==> src/rtl/mul_pkg.sv <==
// Shared types and defaults for the sequential multiplier.
package mul_pkg;

    localparam int DEF_WIDTH = 32;

    typedef enum logic [1:0] {
        IDLE = 2'd0,
        CALC = 2'd1,
        FIX  = 2'd2
    } state_e;

endpackage

==> src/rtl/mul_abs.sv <==
// Conditional magnitude: negates a two's-complement value when signed_mode
// is set and the value is negative; passes raw bits through otherwise.
// The most negative value maps onto itself, which read as unsigned is the
// correct magnitude 2^(W-1).
module mul_abs #(
    parameter int W = 32
) (
    input  logic [W-1:0] val,
    input  logic         signed_mode,
    output logic [W-1:0] mag
);

    // Select raw value or its two's-complement negation.
    always_comb begin
        mag = val;
        if (signed_mode && val[W-1]) begin
            mag = -val;
        end
    end

endmodule

==> src/rtl/seq_multiplier.sv <==
// Shift-and-add multiplier: one multiplier bit per cycle on magnitudes,
// sign applied once at the end. Optional early exit once the remaining
// multiplier bits are all zero.
module seq_multiplier
    import mul_pkg::*;
#(
    parameter int WIDTH      = DEF_WIDTH,
    parameter int EARLY_EXIT = 1
) (
    input  logic                 clk,
    input  logic                 rst_n,
    input  logic                 start,
    input  logic                 signed_mode,
    input  logic [WIDTH-1:0]     a,
    input  logic [WIDTH-1:0]     b,
    output logic                 busy,
    output logic                 done,
    output logic [2*WIDTH-1:0]   result
);

    localparam int CW = $clog2(WIDTH + 1);

    state_e               state_q, state_d;
    logic [2*WIDTH-1:0]   mcand_q, mcand_d;
    logic [WIDTH-1:0]     mplier_q, mplier_d;
    logic [2*WIDTH-1:0]   acc_q, acc_d;
    logic [CW-1:0]        cnt_q, cnt_d;
    logic                 neg_q, neg_d;
    logic [2*WIDTH-1:0]   result_q, result_d;
    logic                 done_q, done_d;

    logic [WIDTH-1:0]     a_mag, b_mag;

    mul_abs #(.W(WIDTH)) u_abs_a (
        .val         (a),
        .signed_mode (signed_mode),
        .mag         (a_mag)
    );

    mul_abs #(.W(WIDTH)) u_abs_b (
        .val         (b),
        .signed_mode (signed_mode),
        .mag         (b_mag)
    );

    // Next-state and datapath: load on start, shift/add in CALC, sign-fix in FIX.
    always_comb begin
        state_d  = state_q;
        mcand_d  = mcand_q;
        mplier_d = mplier_q;
        acc_d    = acc_q;
        cnt_d    = cnt_q;
        neg_d    = neg_q;
        result_d = result_q;
        done_d   = 1'b0;

        case (state_q)
            IDLE: begin
                if (start) begin
                    mcand_d  = {{WIDTH{1'b0}}, a_mag};
                    mplier_d = b_mag;
                    neg_d    = signed_mode & (a[WIDTH-1] ^ b[WIDTH-1]);
                    acc_d    = '0;
                    cnt_d    = CW'(WIDTH);
                    state_d  = CALC;
                end
            end
            CALC: begin
                // A zero multiplier on entry (b == 0) exits without work.
                if (EARLY_EXIT != 0 && mplier_q == '0) begin
                    state_d = FIX;
                end else begin
                    if (mplier_q[0]) begin
                        acc_d = acc_q + mcand_q;
                    end
                    mplier_d = mplier_q >> 1;
                    mcand_d  = mcand_q << 1;
                    cnt_d    = cnt_q - CW'(1);
                    // Leave right after the last set bit is consumed.
                    if (cnt_q == CW'(1) || (EARLY_EXIT != 0 && mplier_d == '0)) begin
                        state_d = FIX;
                    end
                end
            end
            FIX: begin
                result_d = neg_q ? -acc_q : acc_q;
                done_d   = 1'b1;
                state_d  = IDLE;
            end
            default: state_d = IDLE;
        endcase
    end

    // State and datapath registers with asynchronous clear.
    always_ff @(posedge clk or negedge rst_n) begin
        if (!rst_n) begin
            state_q  <= IDLE;
            mcand_q  <= '0;
            mplier_q <= '0;
            acc_q    <= '0;
            cnt_q    <= '0;
            neg_q    <= 1'b0;
            result_q <= '0;
            done_q   <= 1'b0;
        end else begin
            state_q  <= state_d;
            mcand_q  <= mcand_d;
            mplier_q <= mplier_d;
            acc_q    <= acc_d;
            cnt_q    <= cnt_d;
            neg_q    <= neg_d;
            result_q <= result_d;
            done_q   <= done_d;
        end
    end

    assign busy   = (state_q == CALC) || (state_q == FIX);
    assign done   = done_q;
    assign result = result_q;

endmodule

==> config.mk <==
export PLATFORM = sky130hd
export DESIGN_NAME = seq_multiplier
export DESIGN_NICKNAME = d
export VERILOG_FILES = /design/src/rtl/mul_pkg.sv /design/src/rtl/mul_abs.sv /design/src/rtl/seq_multiplier.sv
export SDC_FILE = /design/constraint.sdc
export NUM_CORES = 1
export LEC_CHECK = 0
export CORE_MARGIN = 2
export CORE_UTILIZATION = 38
export CTS_BUF_LIST = sky130_fd_sc_hd__clkbuf_8 sky130_fd_sc_hd__clkbuf_16
export CTS_CLUSTER_DIAMETER = 50
export DETAILED_ROUTE_END_ITERATION = 7
export DONT_BUFFER_PORTS = 1
export PLACE_DENSITY_LB_ADDON = 0.3
export SLEW_MARGIN = 15
export SYNTH_ARGS = -nofsm -noshare
export SYNTH_HDL_FRONTEND = slang
export SYNTH_SLANG_ARGS = --single-unit
export TNS_END_PERCENT = 30
==> constraint.sdc <==
create_clock -name clk -period 5.95 [get_ports clk]
set_clock_uncertainty 0.2 [all_clocks]
set_input_delay 0.595 -clock clk [delete_from_list [all_inputs] [get_ports clk]]
set_output_delay 0.595 -clock clk [all_outputs]
set_load 0.005 [all_outputs]
==> metrics.csv <==
metric,value,unit
status,"finished, violations left",
worst r2r path cells,10,
period utilisation layout,71.8,%
"top cells by area, synth","dfrtp_1 38%, o21ai_0 8.2%, nand2_1 7.1%, a21oi_1 7.0%, ha_1 5.7%",
Yosys top cell area share,37.7,%
max-slew violation count,0,
CP Capture Type,flop,
first-pass GRT wire length,70100,um
sw frac,43.2,%
Post-layout nets,2001,
post-DR wirelength/cell,17.8,um
clk buf depth,3,
Synth Instances,1913,
origin of the critical flop-to-flop path,acc_q[4],
final setup vio count,0,
DP Wirelength,31300,um
Comb pwr share,40.0,%
die height,206,um
VDD IR-drop max,0.279,mV
Synth cell types,64,
fin cells,2419,
vias in the first global route,13100,
GR Overflow Total,0,
Hold WC Path Type,in2async,
DR DRC count,0,
max cap viols,0,
share of cells above drive strength 1,5.25,%
Clock Sinks,234,
"Avg Cell Area, Syn",8.11,um2
I/O Pins,134,
Synth area leader,dfrtp_1,
Post-CTS Resized,0,
Die W,206,um
Main synth FF type,dfrtp_1,
synthesized flop and latch total,234,
Routed Antenna Nets,0,
setup TNS,0,ps
Routed WL,43200,um
sequential area share after synthesis,37.7,%
most frequent cells in the layout,"291 x nand2_1, 255 x o21ai_0, 233 x dfrtp_1, 218 x a21oi_1, 163 x nor2_1",
IO buf count,0,
fmax,234,MHz
ANT cells,0,
failing checks,negative hold slack,
hold slack,-430,ps
Total Routing Usage GR,20.6,%
core area,0.0406,mm2
# hold bufs at CTS,3,
Setup Buffers After CTS,0,
routed vias/inst,5.60,
critical path class,reg2reg,
RSZ-0062 raised after global routing,no,
Power Density,477,mW/mm2
First-pass DRT Iterations,5,
Rel. slew slack,27.4,%
initial antenna violation count,0,
clock power share,27.3,%
Post-synth ARST share,100,%
final hold violations,234,
CTS tree,built,
syn_nets,2053,
row count,74,
GPL Wtd Cong,0.958,
dpl cells,2351,
flop-to-flop setup slack,1680,ps
CP max FO,6,
clock latency on the worst-skew pair,540,ps
DR vias,13500,
Syn-to-layout area delta,10.9,%
Critical Path AT,4500,ps
Net Sw Power,3.54,mW
Starting Density,38.3,%
clock transition at the registers of the reported paths,50,ps
Clock H-tree levels,2,
root buf cell,clkbuf_16,
"commonest non-fill, non-tap cell in the layout",nand2_1,
Die ar.,0.0425,mm2
Least-Margin Pin Slew,1090,ps
sequential power share,32.7,%
"Cell Area, Synth",0.0155,mm2
Pleak,7.50,nW
minimum clock period,4270,ps
FF-to-FF End,result[60],
CP Data Required Time,6180,ps
Yosys warnings,0,
Cell Int Power,4.66,mW
Iter 0 DRT Violations,995,
largest net degree at the start of global routing,235,
"EDFF count, synth",0,
Num CTS Buffers,37,
Worst Setup Start Kind,flop,
-- area by class of cell --
type	count	area [um2]
Fill cell	4079	23300
Multi-Input combinational cell	1541	9180
Sequential cell	234	5860
Clock buffer	41	1000
Tap cell	532	666
Clock inverter	24	278
Inverter	37	139
Timing Repair Buffer	10	82.6
-- worst max path at each step --
stage,from,cells after the start,to
after global placement,acc_q[2],10,result[60]
after global routing,acc_q[4],10,result[60]
after floorplan,acc_q[8],10,result[55]
after detailed placement,acc_q[4],10,result[60]
after CTS,acc_q[4],10,result[60]
final,acc_q[4],10,result[60]
-- registers in the layout (all words and copies together), names as in the netlist --
register	flops
neg_q	1
acc_q	64
cnt_q	6
state_q	2
mplier_q	32
result	64
mcand_q	64
done	1
-- cell usage after synthesis, types with 3 or more instances --
library cell and n:
o211ai_1 5, nor2b_1 5, or3_1 29, a21boi_0 6, nand4_1 20, o21ai_0 255, a21o_1 32, nand2b_1 11
ha_1 71, buf_1 6, or2_2 7, nor3_1 28, a31oi_1 9, dfrtp_1 234, and3_1 6, clkbuf_1 95
nor2_1 163, a211oi_1 11, nor4_1 26, mux2_2 10, nand3_1 26, nand3b_1 4, o21a_1 8, inv_1 36
a21oi_1 218, nand2_1 292, or4_4 3, mux2i_1 7, o41ai_1 13, o31ai_1 30, xnor2_1 63, or4_1 8
a32o_1 7, nor3b_1 6, o21bai_1 14, xor2_1 101, o2111ai_1 3, and2_1 5, a221oi_1 3, a211o_1 4
-- metal layers --
metal / GRT usage, % / wire length (um) / vias up
met3: 4.68 / 2990 / 49
met2: 33.1 / 19400 / 388
met1: 28.2 / 20000 / 6401
met5: 0 / 0 / -
met4: 4.92 / 760 / 0
li1: - / - / 6709
-- per-stage QoR --
| stage | worst slack (ps) | instance area, um2 | utilization [%] | total power [mW] | hold slack (ps) |
|---|---|---|---|---|---|
| after CTS | 1670 | 17200 | 42.4 | 8.28 | -458 |
| after detailed placement | 1680 | 15900 | 39.2 | 6.00 | 117 |
| after global placement | 1780 | 15900 | 39.2 | 5.94 | 118 |
| after floorplan | 2560 | 15500 | - | 5.06 | 99.4 |
| after global routing | 1350 | 17200 | 42.4 | 8.86 | -459 |
| final | 1680 | 17200 | 42.4 | 8.21 | -430 |
-- kinds of logic after synthesis --
family | count (synthesis) | synth area share (%)
simple gates | 649 | 18.8
compound gates | 639 | 23.8
flops | 234 | 37.7
xor+xnor | 164 | 9.26
buf+inv | 138 | 3.34
fa+ha+maj | 72 | 5.85
mux | 17 | 1.18
-- power groups by stage --
| stage | registers [mW] | clock network [mW] | logic [mW] |
|---|---|---|---|
| after floorplan | 2.49 | 0 | 2.57 |
| after CTS | 2.69 | 2.29 | 3.30 |
| final | 2.69 | 2.24 | 3.28 |
| after detailed placement | 2.71 | 0 | 3.29 |
| after global routing | 2.77 | 2.36 | 3.73 |
| after global placement | 2.70 | 0 | 3.24 |
-- worst max-delay path: stages (launching register included) --
cell and delay [ps]:
dfrtp_1 430, nor4_1 570, nand3b_1 190, or3_1 500, or2b_1 290, nor4_1 600, nand3_1 310, o41ai_2 510
nand2_1 120, xor2_1 160, mux2_2 260
No activity file was read; power rests on OpenSTA's default activity.
